$ cat src/rtl/adc_pkg.sv
// Shared constants, FSM state type and channel-sequencing helpers for the ADC scan scheduler.
package adc_pkg;

   localparam int unsigned NUM_CHAN = 8;
   localparam int unsigned RES_W    = 12;
   localparam int unsigned CH_W     = 3;

   typedef enum logic [2:0] {
      StIdle,
      StIssue,
      StWait,
      StStore,
      StGap
   } state_e;

   // Next set bit of mask strictly after cur, wrapping; returns cur if it is the only one.
   function automatic logic [CH_W-1:0] next_chan(input logic [NUM_CHAN-1:0] mask,
                                                 input logic [CH_W-1:0]     cur);
      logic [CH_W-1:0] res;
      logic [CH_W-1:0] cand;
      logic            found;
      res   = cur;
      found = 1'b0;
      for (int unsigned i = 1; i <= NUM_CHAN; i++) begin
         cand = cur + CH_W'(i);
         if (!found && mask[cand]) begin
            res   = cand;
            found = 1'b1;
         end
      end
      return res;
   endfunction

   // Frames in a scan round: one per masked channel plus the priming frame.
   function automatic logic [3:0] frames_for(input logic [NUM_CHAN-1:0] mask);
      logic [3:0] n;
      n = 4'd1;
      for (int unsigned i = 0; i < NUM_CHAN; i++) begin
         n = n + {3'd0, mask[CH_W'(i)]};
      end
      return n;
   endfunction

endpackage

$ cat src/rtl/adc_result_regfile.sv
// Per-channel result store: one write port, one registered read port, sticky valid bits.
module adc_result_regfile
   import adc_pkg::*;
(
   input  logic                clk,
   input  logic                rst_n,
   input  logic                wr_en,
   input  logic [CH_W-1:0]     wr_addr,
   input  logic [RES_W-1:0]    wr_data,
   input  logic [CH_W-1:0]     rd_addr,
   output logic [RES_W-1:0]    rd_data,
   output logic [NUM_CHAN-1:0] valid
);

   logic [RES_W-1:0]    mem_q [NUM_CHAN];
   logic [RES_W-1:0]    rd_data_q;
   logic [NUM_CHAN-1:0] valid_q;

   // Read samples the pre-write contents, so a same-cycle write shows up one read later.
   always_ff @(posedge clk or negedge rst_n) begin
      if (!rst_n) begin
         mem_q     <= '{default: '0};
         valid_q   <= '0;
         rd_data_q <= '0;
      end else begin
         if (wr_en) begin
            mem_q[wr_addr]   <= wr_data;
            valid_q[wr_addr] <= 1'b1;
         end
         rd_data_q <= mem_q[rd_addr];
      end
   end

   assign rd_data = rd_data_q;
   assign valid   = valid_q;

endmodule

$ cat src/rtl/adc_scan_ctrl.sv
// Scan scheduler for the adc_18s022 driver: round-robin channel scans, one-shot requests and a
// per-channel result file, accounting for the driver returning the previous frame's channel.
module adc_scan_ctrl
   import adc_pkg::*;
#(
   parameter logic [15:0] INTERVAL_CYC = 16'd50000,
   parameter logic [11:0] TIMEOUT_CYC  = 12'd1023
) (
   input  logic                Clk,
   input  logic                Rst_n,
   input  logic                Scan_en,
   input  logic [NUM_CHAN-1:0] Chan_mask,
   input  logic                Single_req,
   input  logic [CH_W-1:0]     Single_chan,
   input  logic                Err_clr,
   output logic                En_convert,
   output logic [CH_W-1:0]     Adc_channel,
   input  logic                Convert_done,
   input  logic                Adc_state,
   input  logic [RES_W-1:0]    Adc_result,
   input  logic [CH_W-1:0]     Rd_addr,
   output logic [RES_W-1:0]    Rd_data,
   output logic [NUM_CHAN-1:0] Data_valid,
   output logic                Scan_done,
   output logic                Single_done,
   output logic                Timeout_err
);

   state_e              state_q, state_d;
   logic [15:0]         timer_q;
   logic [NUM_CHAN-1:0] job_mask_q;
   logic                job_single_q;
   logic [3:0]          frames_left_q;
   logic [CH_W-1:0]     chan_q, prev_chan_q, pend_chan_q;
   logic                prev_valid_q, pend_q, err_q, scan_done_q, single_done_q;
   logic [RES_W-1:0]    result_q;

   logic gap_expired, wait_timeout, last_frame;
   logic en_convert, store_wr, job_start, job_done, timeout_hit, gap_restart;

   assign gap_expired  = timer_q >= (INTERVAL_CYC - 16'd1);
   assign wait_timeout = timer_q == {4'd0, TIMEOUT_CYC};
   assign last_frame   = frames_left_q == 4'd0;

   always_ff @(posedge Clk or negedge Rst_n) begin
      if (!Rst_n) begin
         state_q <= StIdle;
      end else begin
         state_q <= state_d;
      end
   end

   // Pending one-shots win at every job boundary; a zero mask keeps the gap looping.
   always_comb begin
      state_d = state_q;
      unique case (state_q)
         StIdle: begin
            if (pend_q) begin
               state_d = StIssue;
            end else if (Scan_en) begin
               state_d = (Chan_mask != '0) ? StIssue : StGap;
            end
         end
         StIssue: begin
            if (!Adc_state) state_d = StWait;
         end
         StWait: begin
            if (Convert_done) begin
               state_d = StStore;
            end else if (wait_timeout) begin
               state_d = StGap;
            end
         end
         StStore: begin
            if (!last_frame) begin
               state_d = StIssue;
            end else begin
               state_d = Scan_en ? StGap : StIdle;
            end
         end
         StGap: begin
            if (pend_q) begin
               state_d = StIssue;
            end else if (gap_expired) begin
               if (!Scan_en) begin
                  state_d = StIdle;
               end else if (Chan_mask != '0) begin
                  state_d = StIssue;
               end
            end
         end
         default: state_d = StIdle;
      endcase
   end

   always_comb begin
      en_convert  = (state_q == StIssue) && !Adc_state;
      store_wr    = (state_q == StStore) && prev_valid_q;
      job_start   = ((state_q == StIdle) || (state_q == StGap)) && (state_d == StIssue);
      job_done    = (state_q == StStore) && last_frame;
      timeout_hit = (state_q == StWait) && !Convert_done && wait_timeout;
      gap_restart = (state_d == StGap) && ((state_q != StGap) || gap_expired);
   end

   always_ff @(posedge Clk or negedge Rst_n) begin
      if (!Rst_n) begin
         timer_q       <= '0;
         job_mask_q    <= '0;
         job_single_q  <= 1'b0;
         frames_left_q <= '0;
         chan_q        <= '0;
         prev_chan_q   <= '0;
         prev_valid_q  <= 1'b0;
         result_q      <= '0;
      end else begin
         if (en_convert || gap_restart) begin
            timer_q <= '0;
         end else if ((state_q == StWait) || (state_q == StGap)) begin
            timer_q <= timer_q + 16'd1;
         end

         // A one-shot is a two-frame job on a one-hot mask, so it reuses the scan sequencing.
         if (job_start) begin
            prev_valid_q <= 1'b0;
            if (pend_q) begin
               job_single_q  <= 1'b1;
               job_mask_q    <= NUM_CHAN'(1) << pend_chan_q;
               frames_left_q <= 4'd2;
               chan_q        <= pend_chan_q;
            end else begin
               job_single_q  <= 1'b0;
               job_mask_q    <= Chan_mask;
               frames_left_q <= frames_for(Chan_mask);
               chan_q        <= next_chan(Chan_mask, CH_W'(NUM_CHAN - 1));
            end
         end else if (en_convert) begin
            frames_left_q <= frames_left_q - 4'd1;
         end else if (state_q == StStore) begin
            prev_chan_q  <= chan_q;
            prev_valid_q <= !last_frame;
            if (!last_frame) chan_q <= next_chan(job_mask_q, chan_q);
         end else if (timeout_hit) begin
            prev_valid_q <= 1'b0;
         end

         if ((state_q == StWait) && Convert_done) result_q <= Adc_result;
      end
   end

   always_ff @(posedge Clk or negedge Rst_n) begin
      if (!Rst_n) begin
         pend_q        <= 1'b0;
         pend_chan_q   <= '0;
         err_q         <= 1'b0;
         scan_done_q   <= 1'b0;
         single_done_q <= 1'b0;
      end else begin
         // A request arriving while its predecessor starts stays queued behind it.
         if (Single_req) begin
            pend_q      <= 1'b1;
            pend_chan_q <= Single_chan;
         end else if (job_start && pend_q) begin
            pend_q <= 1'b0;
         end

         if (timeout_hit) begin
            err_q <= 1'b1;
         end else if (Err_clr) begin
            err_q <= 1'b0;
         end

         scan_done_q   <= job_done && !job_single_q;
         single_done_q <= job_done && job_single_q;
      end
   end

   adc_result_regfile u_regfile (
      .clk     (Clk),
      .rst_n   (Rst_n),
      .wr_en   (store_wr),
      .wr_addr (prev_chan_q),
      .wr_data (result_q),
      .rd_addr (Rd_addr),
      .rd_data (Rd_data),
      .valid   (Data_valid)
   );

   assign En_convert  = en_convert;
   assign Adc_channel = chan_q;
   assign Scan_done   = scan_done_q;
   assign Single_done = single_done_q;
   assign Timeout_err = err_q;

endmodule

$ cat config.mk
export PLATFORM = sky130hd
export DESIGN_NAME = adc_scan_ctrl
export DESIGN_NICKNAME = d
export VERILOG_FILES = /design/src/rtl/adc_pkg.sv /design/src/rtl/adc_result_regfile.sv /design/src/rtl/adc_scan_ctrl.sv
export SDC_FILE = /design/constraint.sdc
export NUM_CORES = 1
export LEC_CHECK = 0
export CORE_ASPECT_RATIO = 1.4
export CORE_UTILIZATION = 59
export DETAILED_ROUTE_END_ITERATION = 8
export GPL_TIMING_DRIVEN = 0
export PLACE_DENSITY_LB_ADDON = 0.3
export SETUP_SLACK_MARGIN = 0.15
export SLEW_MARGIN = 20
export SYNTH_ARGS = -nofsm -noshare
export SYNTH_HDL_FRONTEND = slang
export SYNTH_HIERARCHICAL = 1
export SYNTH_SLANG_ARGS = --single-unit
$ cat constraint.sdc
create_clock -name Clk -period 3.51 [get_ports Clk]
set_input_delay 0.5265 -clock Clk [delete_from_list [all_inputs] [get_ports Clk]]
set_output_delay 0.5265 -clock Clk [all_outputs]
set_load 0.01 [all_outputs]
[After elaboration in Yosys (flattened, before gate mapping)]
Cells that the tools add are included.
Storage, ports and cells
  bits of input ports: 33
  latch bits: 0
  output and inout bits: 27
  memories: 0
  bits in read-only memories: 0
  RAM bits: 0
  bits in registers: 174
  logic and storage cells: 263
Cells by class
  bitwise gates (word level): 5
  $lt $le $gt $ge: 14
  divide/modulo/power cells: 0
  add/subtract/negate cells: 17
  mux-type cells: 129
  equality and inequality tests: 11
  shift-type cells: 1
  reduce and logical (&&, ||, !) cells: 62
  multipliers: 0
Operator list (count)
  two-way mux 3 bit: 33
  bitwise mux 96 bit: 1
  two-way mux 1 bit: 74
  binary-select mux 12 bit (select 3 bit): 1
  demux 12 bit (select 3 bit): 1
  < comparator 3 x 4 -> 1 bit, second input constant: 9
  two-way mux 12 bit: 3
  two-way mux 16 bit: 2
  logical AND 1 bit: 27
  binary-select mux 1 bit (select 3 bit): 8
  adder 4 x 1 -> 4 bit: 5
  zero test 1 bit: 18
  adder 16 x 1 -> 16 bit, second input constant: 1
  == test 16 x 10 -> 1 bit, second input constant: 1
  >= comparator 16 bit, second input constant: 1
  nonzero test 8 bit: 2
  case mux 3 bit (5 select lines): 1
  adder 3 bit, second input constant: 4
  two-way mux 4 bit: 3
  nonzero test 2 bit: 5
  >= comparator 4 bit, second input constant: 2
  two-way mux 8 bit: 1
  inverter 3 -> 4 bit: 2
  bitwise OR 8 bit: 1
  24 further kinds: 33

[Depth between registers and ports, before layout]
Gate-level depths: netlist (run 1).
  word-level depth: 58
  depth in mapped cells: 12

[Cells and area by module]
Netlist (run 1), hierarchy kept.
Modules (own cells, without submodules)
  adc_result_regfile: area each 4967.3 µm², cells each 279, instances 1, sequential area each 2902.8 µm²
  adc_scan_ctrl: area each 3927.5 µm², cells each 384, instances 1, sequential area each 1451.4 µm²

[Worst setup path before layout (run 1)]
No wires, ideal clock.
  kind: input to register
  start: input port Chan_mask[0]
  end: register frames_left_q[1]
  library setup time: 0.126 ns
  buffers on the path: 0
  data required time: 3.384 ns
  setup slack: 0.575 ns
  data arrival time: 2.809 ns
  stages: 9
  cells stage by stage: inv_1 > ha_1 > fa_1 > fa_1 > fa_1 > inv_1 > fa_1 > nor3_1 > a21oi_1
On the way
  word-level cells in the longest chain between the ends: 10
  elaborated cells between the ends (all ways): 22
  those cells by class: add/sub (8); eq/ne (1); mux (10); reduce/logical (3)
Ends and longest elaborated chain
  start, declared: RTL line adc_scan_ctrl.sv:12  | input logic [NUM_CHAN-1:0] Chan_mask,
  adder 1 x 1 -> 2 bit: RTL line adc_pkg.sv:39  | n = n + {3'd0, mask[CH_W'(i)]};
  adder 2 x 1 -> 3 bit: RTL line adc_pkg.sv:39
  adder 3 x 1 -> 4 bit: RTL line adc_pkg.sv:39
  adder 4 x 1 -> 4 bit (5 in a row): RTL line adc_pkg.sv:39
  two-way mux 4 bit: RTL line adc_scan_ctrl.sv:125  | if (pend_q) begin
  two-way mux 4 bit: RTL line adc_scan_ctrl.sv:123  | if (job_start) begin
  end signal, assigned: RTL line adc_scan_ctrl.sv:133  | frames_left_q <= frames_for(Chan_mask);
  end signal, assigned: RTL line adc_scan_ctrl.sv:137  | frames_left_q <= frames_left_q - 4'd1;
  end, declared: RTL line adc_scan_ctrl.sv:33  | logic [3:0] frames_left_q;
Several ways; a longest one is shown, not always the timed one.
A chain may end at the register's enable or synchronous reset.

[Worst setup path in the final report (run 1)]
  start: input port Chan_mask[2]
  end: register frames_left_q[1]
On the way
  word-level cells in the longest chain between the ends: 9
  elaborated cells between the ends (all ways): 20
  those cells by class: add/sub (6); eq/ne (1); mux (10); reduce/logical (3)
Ends and longest elaborated chain
  branches (longest 9 deep; another with adder 3 x 1 -> 4 bit)
Several ways; the timed one is not identified.

==> results summary, run 1 <==
The count of final max-slew check failures was 0. The leakage power summed over all cells is 4.84 nW. The final number of setup-violating endpoints came out at 0.

By instance count, the leading cell after synthesis is sky130_fd_sc_hd__dfrtp_1. Buffers placed on the I/O ports in this run total 57. The slew at the pin closest to its max-slew limit came out at 1.03 ns.

The count of boundary I/O pins is 60. The upper clock frequency limit came out at 312 MHz. The post-layout worst setup margin came out at 0.307 ns. The later-pin clock latency in the skew report is 0.43 ns. The number of cells in the design after placement is 910. The number of clock buffers inserted by TritonCTS came out at 17. The worst slew margin relative to its limit is 31.5%. The effective utilization at floorplan is 61.0%. The final critical-path share of the clock period is 91.3%. Setup repair after global routing left no endpoint under its margin. The average vias per placed instance came out at 6.13. Clock-pin slew was measured on the worst setup and hold paths at 0.07 ns. The largest total area in the synthesized netlist belongs to sky130_fd_sc_hd__dfrtp_1.

Once the clock tree was built, the setup fixing pass inserted 0 buffers. The post-route netlist has 28.7% of its cells at a drive strength greater than 1. The worst endpoint required time is 3.82 ns.

The number of clock sinks came out at 174. Counting flops with an async set or reset pin after synthesis yields a share of 100%. Timing analysis after detailed placement gives a worst setup slack of -0.164 ns. In the post-synthesis netlist, the biggest area contributors are sky130_fd_sc_hd__dfrtp_1, sky130_fd_sc_hd__mux2_2, sky130_fd_sc_hd__mux4_1, sky130_fd_sc_hd__mux4_2, sky130_fd_sc_hd__nor2_1. For this block, the initial DRC count from the detailed router was 295. The core outline area is 0.0146 mm². Global routing consumed, over all layers together, 26.9% of the routing resources. The number of core rows came out at 52.

The average instance area after synthesis came out at 13.4 µm². The worst setup path is launched from an input pin. The cell area after synthesis is 0.00889 mm². The cell at the slowest stage of the critical path is sky130_fd_sc_hd__clkdlybuf4s50_1. TritonCTS built the clock tree. The peak ir drop on the vdd network is 0.446 mV. The startpoint-to-endpoint class of the critical path is input pin to flip-flop. Summed over all layers, the routed wires come to 19.6 mm.

The relative area change from synthesis to final layout came out at 16.4%. The cell sitting at the root of the clock tree is a sky130_fd_sc_hd__clkbuf_16. The flow ran to the end, and the final reports show no timing, DRC or antenna violations. The via count of the first global-routing pass came out at 6202. The dominant synthesized flop cell is sky130_fd_sc_hd__dfrtp_1. The buffer and inverter count on the worst path is 3.

The kind of cell with the highest combined delay on the critical path is adder cells. Yosys mapped a number of flops with a built-in enable equal to 0. Of the synthesized area, sequential elements account for 49.0%. The share of the core filled with cells came out at 71.1%. The post-layout net count came out at 784. Measured in cells, the most critical reg-to-reg path has a length of 11. The global-route wire length before repair is 31.8 mm. The detailed-route via count is 5770. In the routed design, unresolved DRC markers number 0. The number of instances in the synthesized netlist is 663.

The overall die width is 106 µm. The remaining antenna violation count is 0. The H-tree depth came out at 4. The congestion estimate from routability-driven global placement came to 0.889. The total power density per cell area is 842 mW/mm².

The die span in y is 147 µm. The sum of negative setup slack is 0 ns. The signal on the critical path passes through clkdlybuf4s50_1 > inv_1 > ha_1 > fa_1 > fa_1 > fa_1 > inv_1 > fa_1 > nor3_2 > a21oi_1. The max-cap check violation count is 0. The final setup skew is 0.00800 ns.

The tightest min-delay check is of the input pin to async pin type. The count of inserted antenna diode cells is 0. Sorting the synthesized cells by how often they occur yields sky130_fd_sc_hd__dfrtp_1, sky130_fd_sc_hd__mux2_2, sky130_fd_sc_hd__nor2_1.

The top cell type's share of synthesized area is 49.0%. The critical path's largest stage delay came out at 0.52 ns. The data arrival time at the worst-slack endpoint came out at 3.51 ns. After synthesis the netlist holds a flip-flop and latch count of 174. The endpoint identified for the worst register-to-register timing path is Adc_channel[2].

Detailed placement finished with a half-perimeter wire length of 13.5 mm. The highest net fanout along the worst path came out at 4. In this run, post-CTS hold repair placed 0 buffers. The most repeated library cell on the critical path is sky130_fd_sc_hd__fa_1. For this run the aggregate overflow at the end of global routing stands at 0. The die covers 0.0156 mm². Entering global routing, the biggest net connects 93 pins. The final cell count without fillers is 941. The number of gates resized after CTS was 1. The worst setup path is captured at a flip-flop. The warning count from the yosys run came out at 6. In this run, distinct cell masters in the synthesized netlist total 69.

In the final routed layout, each cell accounts on average for 20.8 µm. For the finished layout, the period the worst path requires is 3.20 ns. The number of antenna violations at the first check in global routing came out at 0. The filler cells instantiated in the layout total 990.

The first detailed-routing pass ran for 5 iterations. The overall power is 8.72 mW. The register-to-register setup slack came out at 0.34 ns. The post-synth net total is 708. In this run the critical register-to-register path is launched from Adc_channel[0]. The count of final hold-check violations came out at 0. The maximum buffer depth of the clock tree came out at 2.
layout make-up:
cell class	count	area [µm²]	share of cell area [%]
Tap cell	189	236	2.28
Sequential cell	174	4350	42.0
Inverter	25	93.8	0.906
Clock buffer	21	480	4.64
Timing Repair Buffer	58	606	5.85
Clock inverter	11	128	1.23
Multi-Input combinational cell	433	4280	41.3
Buffer	30	183	1.76
kinds of logic (layout without fill, tap and decap cells):
group / after synthesis / in the layout / synth area share (%)
AO/OA/AOI/OAI: 73 / 73 / 5.75
XOR/XNOR: 23 / 23 / 2.43
flip-flops: 174 / 174 / 49.0
multiplexers: 182 / 182 / 28.9
buffers and inverters: 56 / 145 / 3.14
adder cells (fa/ha/maj): 12 / 12 / 2.03
AND/OR/NAND/NOR: 143 / 143 / 8.83
power breakdown:
part | total, mW | leakage (nW) | internal (mW) | switching (mW)
sequential | 3.34 | 2.30 | 2.73 | 0.608
combinational | 3.46 | 2.25 | 1.83 | 1.63
clock | 1.92 | 0.292 | 1.13 | 0.789
total | 8.72 | 4.84 | 5.69 | 3.03
metrics by stage:
stage / cell area (µm²) / hold WS [ns]
after floorplan: 8890 / 0.231
after global placement: 9700 / 0.444
after detailed placement: 9730 / 0.452
after CTS: 10300 / 0.102
after global routing: 10400 / 0.133
final: 10400 / 0.0775
sequential cells by signal (all words and copies together), names as in the netlist, 3 cells and up:
name / count
u_regfile/valid: 8
state_q: 3
job_mask_q: 8
pend_chan_q: 3
result_q: 12
u_regfile/rd_data: 12
Adc_channel: 3
u_regfile/mem_q: 96
prev_chan_q: 3
timer_q: 16
frames_left_q: 4
worst max-delay path by stage:
stage	startpoint	end	slack (ns)	cells after the start
finish	Chan_mask[2]	frames_left_q[1]	0.31	10
detailed placement	Chan_mask[0]	frames_left_q[1]	-0.16	10
floorplan	Chan_mask[0]	frames_left_q[1]	0.57	9
global route	Chan_mask[2]	frames_left_q[1]	0.18	10
CTS	Adc_channel[1]	Adc_channel[2]	0.17	12
global placement	Rst_n	job_mask_q[4]	-4.69	1
per-layer routing:
layer / track usage, % / wire length [µm]
met5: 0 / 0
met4: 11.5 / 519
met3: 4.26 / 577
met2: 48.1 / 10700
met1: 32.1 / 7750
cell usage in the layout (no fill, tap or decap), drive strengths merged, types with 5 or more instances in the layout:
master         Yosys  routed
inv               25      28
buf               21      22
xnor2             12      12
nor3               5       5
a21oi             16      16
o21ai             18      18
nand2             36      36
ha                 8       8
nor2              38      38
nand2b             8       8
nand4              7       7
mux4              38      38
xor2              11      11
nand3             10      10
dfrtp            174     174
clkdlybuf4s50      0      55
mux2i             12      12
and3               6       6
clkbuf            10      31
o32ai              7       7
or2                7       7
mux2             132     132
Power figures use the tool's default switching activity.
==> inputs of run 2 (changes only) <==
HOLD_SLACK_MARGIN = 0.08   (was not set)
TNS_END_PERCENT = 10   (was not set)
==> run 2 against run 1 <==
Global-route usage unchanged. Sequential power about the same. Sequential cell count unchanged. Clock power about the same. Highest routed layer unchanged.
==> results summary, run 2 (synthesis gave the netlist of run 1 again) <==
The startpoint type of the worst setup path is an input pin. The largest registers in the layout are u_regfile/mem_q (96), timer_q (16). met2 is the most crowded layer. The clock transition at the registers of the reported paths was 0.07 ns (about the same). The register ranked first by flip-flop count is u_regfile/mem_q. The via count of the first global-routing pass is 6202 (unchanged). The final setup skew was 0.00848 ns (+0.000485 ns). The share of power burned in combinational logic is 39.7% (about the same). The max-cap check violation count came to 0 (unchanged). The H-tree depth is 4 (unchanged). The most repeated library cell on the critical path is sky130_fd_sc_hd__fa_1. The average detailed-routed wire length per instance came to 20.9 µm (+0.38%).

The post-layout worst setup margin was 0.253 ns (-0.0543 ns). The setup slack after placement is -0.164 ns (unchanged). The final number of setup-violating endpoints came to 0 (unchanged). The maximum number of pins on one net before global-route repair is 93 (unchanged).

The met3 track demand over resource came out at 4.26% (unchanged). The relative contribution of sequential cells to total power came out at 38.3% (about the same). The flow ran to the end, and the final reports show no timing, DRC or antenna violations.

The number of fillers in the final layout is 991 (+0.10%). The leakage power summed over all cells came out at 4.83 nW (-0.20%). The peak ir drop on the vdd network is 0.446 mV (about the same). The register area came out at 0.00435 mm² (unchanged). The worst setup path is of the input pin to flip-flop kind.

The effective utilization at floorplan is 61.0% (unchanged). Leaving out fill and tap cells, the most frequent cells in the layout are sky130_fd_sc_hd__dfrtp_1, sky130_fd_sc_hd__mux2_2, sky130_fd_sc_hd__clkdlybuf4s50_1, sky130_fd_sc_hd__nor2_1, sky130_fd_sc_hd__nand2_1. The clock root buffer is sky130_fd_sc_hd__clkbuf_16. The count of buffers added by post-CTS timing repair for setup came to 0 (unchanged). The count of buffers from port buffering is 57 (unchanged). The die span in y came out at 147 µm (unchanged). The critical path's largest stage delay came out at 0.53 ns (about the same). The cell internal power dissipation came out at 5.68 mW (about the same).

The half-perimeter wire length of the detailed placement result came to 13.5 mm (unchanged). The area occupied by multi-input gates is 0.00427 mm² (-0.12%). The average vias per placed instance came out at 6.14 (+0.16%). The worst slew margin relative to its limit is 31.2% (-0.32 points).

The slew at the pin closest to its max-slew limit is 1.03 ns (+0.00483 ns). The number of clock sinks came to 174 (unchanged). The later-pin clock latency in the skew report is 0.43 ns (about the same). The part of the power in the clock network is 22.0% (about the same). The layout cell share with drive strength beyond 1 came out at 28.6% (-0.13 points). The count of inserted antenna diode cells is 0 (unchanged).

The total DRC errors in the routed layout is 0 (unchanged). The most common cell after layout, fill and taps aside is sky130_fd_sc_hd__dfrtp_1. The post-cts sizing count is 1 (unchanged). The upper clock frequency limit is 307 MHz (-1.7%). The detailed-route via count is 5779 (+0.16%). The overall power came to 8.72 mW (about the same).

The data arrival time at the worst-slack endpoint is 3.57 ns (+0.06 ns). The critical path goes through clkdlybuf4s50_1 > inv_1 > ha_1 > fa_1 > fa_1 > fa_1 > inv_1 > fa_1 > nor3_1 > a21oi_1. The worst hold margin is 0.0768 ns (-0.000701 ns). The final global-route overflow total came to 0 (unchanged). The final RePlAce weighted congestion came to 0.889 (unchanged).

The slowest stage of the critical path belongs to the cell sky130_fd_sc_hd__clkdlybuf4s50_1. The number of clock buffers inserted by TritonCTS came out at 17 (unchanged). The share of the core filled with cells is 71.0% (about the same). The count of boundary I/O pins was 60 (unchanged). The post-route minimum period came out at 3.26 ns (+0.0543 ns). The met1 usage is 32.1% (unchanged).

The number of antenna violations at the first check in global routing is 0 (unchanged). TritonCTS built the clock tree. The core outline area came out at 0.0146 mm² (unchanged). The number of detailed-route iterations in the first pass came out at 6 (+1). The total power density per cell area came out at 843 mW/mm² (+0.12%). The final critical-path share of the clock period is 92.8% (+1.5 points). The count of final max-slew check failures came out at 0 (unchanged). The count of final hold-check violations came out at 0 (unchanged). The switching share of power is 34.8% (+0.045 points). The register-to-register setup slack came to 0.34 ns (about the same).

The total routing usage reported by global routing is 26.9% (unchanged). The maximum buffer depth of the clock tree is 2 (unchanged). The post-layout net count is 784 (unchanged).

The flip-flop count of the largest register, all copies and words added came to 96 (unchanged). The global-route wire length before repair is 31.8 mm (unchanged). The overall routed net length is 19.6 mm (+0.38%). The global-route met2 utilization is 48.1% (unchanged).

The highest net fanout along the worst path came out at 4 (unchanged). Setup repair after global routing could not meet its margin everywhere. The starting DRC count in detailed routing is 287 (-2.7%).

The die outline area was 0.0156 mm² (unchanged). The relative area change from synthesis to final layout came to 16.3% (about the same). The hold buffer count at cts came out at 0 (unchanged). The remaining antenna violation count was 0 (unchanged). The worst endpoint required time was 3.82 ns (about the same). The number of core rows came out at 52 (unchanged).

The overall die width was 106 µm (unchanged). The power spent charging and discharging nets is 3.04 mW (+0.18%). The min-delay analysis places its worst path in the category input pin to async pin. The sort of element at the end of the critical path is a flip-flop.
[run 2: power by group through the flow]
stage               Clock (mW)  Sequential [mW]  Combinational (mW)
CTS                       1.95             3.33                3.43
global route              2.03             3.44                3.71
finish                    1.92             3.34                3.46
detailed placement           0             3.35                3.40
global placement             0             3.27                3.28
floorplan                    0             3.19                2.49
[run 2: worst paths after layout]
check,from,end,cells after the start
max in group asynchronous,Rst_n,pend_chan_q[2],2
min in group Clk,job_single_q,Scan_done,1
max reg2reg,Adc_channel[0],Adc_channel[2],11
max,Chan_mask[0],frames_left_q[1],10
min reg2reg,job_single_q,Scan_done,1
min,Rst_n,u_regfile/valid[6],1
[run 2: final cells by class]
type | count | share of cell area, %
multi-input cells | 433 | 41.3
plain buffers | 30 | 1.77
flip-flops and latches | 174 | 42.1
clock buffers | 21 | 4.64
well taps | 189 | 2.29
clock inverters | 11 | 1.23
repair buffers | 58 | 5.83
inverters | 25 | 0.907
[run 2: critical path, delay by kind of cell]
kind | cells | cell delay (ns)
simple gates | 1 | 0.19
buf+inv | 3 | 0.72
compound gates | 1 | 0.06
fa+ha+maj | 5 | 2.07
[run 2: metrics by stage]
stage / std cells / TNS [ns] / instance area [µm²]
final: 941 / 0 / 10300
after global routing: 941 / 0 / 10300
after CTS: 942 / 0 / 10300
after detailed placement: 910 / -0.274 / 9730
after global placement: 909 / -813.41 / 9700
after floorplan: 663 / 0 / 8890
[run 2: routing by layer]
metal,vias up,share of wire (%)
met5,-,0
met4,0,2.8
met3,41,2.8
met2,133,55
met1,2991,40
li1,2614,-
==> inputs of run 3 (changes only) <==
PLACE_DENSITY_LB_ADDON = 0.25   (was 0.3)
==> run 3 against run 2 <==
Critical path depth unchanged. Non-clock buffer count unchanged. Via count down 1.2%. Die area unchanged. Final cell count down 0.11%. Critical path type unchanged. Largest cell class unchanged. Utilization down 0.41 points.
==> results summary, run 3 (synthesis gave the netlist of run 1 again) <==
The depth of the worst register-to-register path is 11 (unchanged). The H-tree depth is 4 (unchanged). The layout cell share with drive strength beyond 1 is 28.5% (-0.095 points). The via count of the first global-routing pass came out at 6119 (-1.3%). The final number of setup-violating endpoints is 0 (unchanged).

The global-route wire length before repair is 31.5 mm (-1.2%). The overall routed net length came out at 19.0 mm (-3.2%). The average vias per placed instance came to 6.07 (-1.1%). The worst slew margin relative to its limit came out at 36.7% (+5.6 points). The post-layout worst setup margin is 0.304 ns (+0.0513 ns).

The post-cts sizing count came to 2 (+1). The clock transition at the registers of the reported paths came out at 0.06 ns (about the same). In the final layout, the registers with the most flip-flops are u_regfile/mem_q (96), timer_q (16). The register-to-register setup slack is 0.31 ns (-0.03 ns). The half-perimeter wire length of the detailed placement result is 13.2 mm (-2.2%). The post-layout net count was 784 (unchanged).

The flip-flop count of the largest register, all copies and words added came to 96 (unchanged). The launch point of the worst reg-to-reg path is Adc_channel[0]. The effective utilization at floorplan is 61.0% (unchanged). The die outline area came out at 0.0156 mm² (unchanged). The signal on the critical path passes through clkdlybuf4s50_1 > inv_1 > ha_1 > fa_1 > fa_1 > fa_1 > inv_1 > fa_1 > nor3_1 > a21oi_1.

The detailed-route via count came out at 5708 (-1.2%). The critical path's largest stage delay came out at 0.54 ns (about the same). The total routing usage reported by global routing was 26.5% (-0.45 points).

u_regfile/mem_q holds more flip-flops than any other register. The average detailed-routed wire length per instance came out at 20.2 µm (-3.1%). The number of detailed-route iterations in the first pass is 5 (-1). The share of the core filled with cells is 70.6% (-0.41 points). The share of power burned in combinational logic is 40.4% (+0.7 points). The final global-route overflow total came out at 0 (unchanged). The part of the power in the clock network came to 20.6% (-1.4 points). The number of core rows is 52 (unchanged). The worst setup path is captured at a flip-flop. The leakage power summed over all cells is 4.82 nW (-0.33%). The data arrival time at the worst-slack endpoint is 3.51 ns (-0.06 ns). The maximum buffer depth of the clock tree came out at 2 (unchanged). The clock tree from TritonCTS is yes. The final setup skew was 0.00797 ns (-0.000509 ns).

The count of buffers added by post-CTS timing repair for setup came out at 0 (unchanged). The critical path is of the input pin to flip-flop type. The count of boundary I/O pins is 60 (unchanged). The total DRC errors in the routed layout is 0 (unchanged). In the layout the commonest cells are sky130_fd_sc_hd__dfrtp_1, sky130_fd_sc_hd__mux2_2, sky130_fd_sc_hd__clkdlybuf4s50_1, sky130_fd_sc_hd__nor2_1, sky130_fd_sc_hd__nand2_1. The die span in y was 147 µm (unchanged). The endpoint identified for the worst register-to-register timing path is Adc_channel[2].

The later-pin clock latency in the skew report came to 0.43 ns (about the same). The remaining antenna violation count is 0 (unchanged). The number of antenna violations at the first check in global routing was 0 (unchanged).

Setup repair after global routing left no endpoint under its margin. STA classifies the critical path startpoint as an input pin. The number of clock sinks came out at 174 (unchanged). The slew at the pin closest to its max-slew limit is 0.949 ns (-0.0834 ns). The switching share of power is 34.9% (+0.037 points). The post-route minimum period is 3.21 ns (-0.0513 ns). The final RePlAce weighted congestion came out at 0.870 (-2.1%). The highest net fanout along the worst path came to 4 (unchanged). The core outline area came out at 0.0146 mm² (unchanged).

The tree is rooted in a sky130_fd_sc_hd__clkbuf_16. The upper clock frequency limit came out at 312 MHz (+1.6%). The cell internal power dissipation came to 5.55 mW (-2.4%). The most common cell after layout, fill and taps aside is sky130_fd_sc_hd__dfrtp_1.

The flow ran to the end, and the final reports show no timing, DRC or antenna violations. The worst endpoint required time was 3.82 ns (about the same). The post-place instance area is 0.00973 mm² (unchanged). The buffer and inverter count on the worst path is 3 (unchanged). The number of clock buffers inserted by TritonCTS was 17 (unchanged). The total power density per cell area is 827 mW/mm² (-1.8%). The peak ir drop on the vdd network was 0.437 mV (-2.0%). The final instance area is 0.0103 mm² (-0.58%). The power spent charging and discharging nets was 2.97 mW (-2.3%). Among all stages on the critical path, the largest delay is contributed by sky130_fd_sc_hd__clkdlybuf4s50_1. The most repeated library cell on the critical path is sky130_fd_sc_hd__fa_1. The max-cap check violation count came to 0 (unchanged). The area growth from synthesis to layout is 15.7%. The overall die width came out at 106 µm (unchanged).

The starting DRC count in detailed routing is 243 (-15%). The setup slack after placement came out at -0.112 ns (+0.0523 ns). The kind of cell with the highest combined delay on the critical path is adder cells. The count of buffers from port buffering came out at 57 (unchanged). The count of final max-slew check failures is 0 (unchanged).

The count of final hold-check violations is 0 (unchanged). The hold buffer count at cts came out at 0 (unchanged). The maximum number of pins on one net before global-route repair is 106 (+14%).

The relative contribution of sequential cells to total power is 39.0% (+0.7 points). The tightest min-delay check is of the input pin to async pin type. The final critical-path share of the clock period came out at 91.3% (-1.5 points). The count of inserted antenna diode cells is 0 (unchanged).
-- run 3: cell types whose count changed in the layout (fill, tap and decap cells not counted) --
cell	previous run	this run
sky130_fd_sc_hd__clkinvlp_4	3	0
sky130_fd_sc_hd__mux2i_2	1	3
sky130_fd_sc_hd__mux2i_4	1	0
sky130_fd_sc_hd__mux2i_1	10	9
sky130_fd_sc_hd__clkbuf_1	10	11
sky130_fd_sc_hd__inv_6	3	2
sky130_fd_sc_hd__clkinv_2	2	4
sky130_fd_sc_hd__bufinv_16	2	0
sky130_fd_sc_hd__clkbuf_8	4	5
sky130_fd_sc_hd__clkinv_4	1	2
-- run 3: layout make-up --
cell class                 count  area [µm²]
sequential                   174        4350
inverter                      25        93.8
buffer                        30         183
fill                        1007        4290
timing repair buffer          58         603
clock inverter                 8        55.1
multi-input combinational    433        4270
clock buffer                  23         498
tap                          189         236
-- run 3: worst max path at each step --
| stage | startpoint | slack [ns] | endpoint | depth (start not counted) |
|---|---|---|---|---|
| 3_3_place_gp | Rst_n | -4.70 | job_mask_q[3] | 1 |
| 2_1_floorplan | Chan_mask[0] | 0.57 | frames_left_q[1] | 9 |
| 6_report | Chan_mask[0] | 0.30 | frames_left_q[1] | 10 |
| 4_1_cts | Adc_channel[0] | 0.33 | Adc_channel[0] | 11 |
| 5_1_grt | Adc_channel[0] | 0.15 | Adc_channel[0] | 11 |
| 3_5_place_dp | Chan_mask[0] | -0.11 | frames_left_q[1] | 10 |
-- run 3: metal layers --
layer	GRT usage [%]	vias to the layer above	share of wire, %
li1	-	2607	-
met1	31.1	2917	39
met2	47.6	146	55
met3	4.70	38	3.1
met4	10.9	0	2.4
met5	0	-	0
-- run 3: metrics by stage --
stage               std cells  TNS, ns  total power [mW]  hold slack [ns]
CTS                       940        0              8.53            0.177
finish                    940        0              8.51            0.155
global placement          909  -815.82              6.51            0.444
detailed placement        910   -0.150              6.73            0.450
floorplan                 663        0              5.68            0.231
global route              940        0              9.02            0.206
-- run 3: power by group through the flow --
| stage | Sequential, mW | Combinational, mW | Clock, mW |
|---|---|---|---|
| final | 3.32 | 3.44 | 1.75 |
| after global routing | 3.43 | 3.73 | 1.86 |
| after CTS | 3.31 | 3.43 | 1.79 |
| after detailed placement | 3.35 | 3.38 | 0 |
| after global placement | 3.26 | 3.25 | 0 |
| after floorplan | 3.19 | 2.49 | 0 |
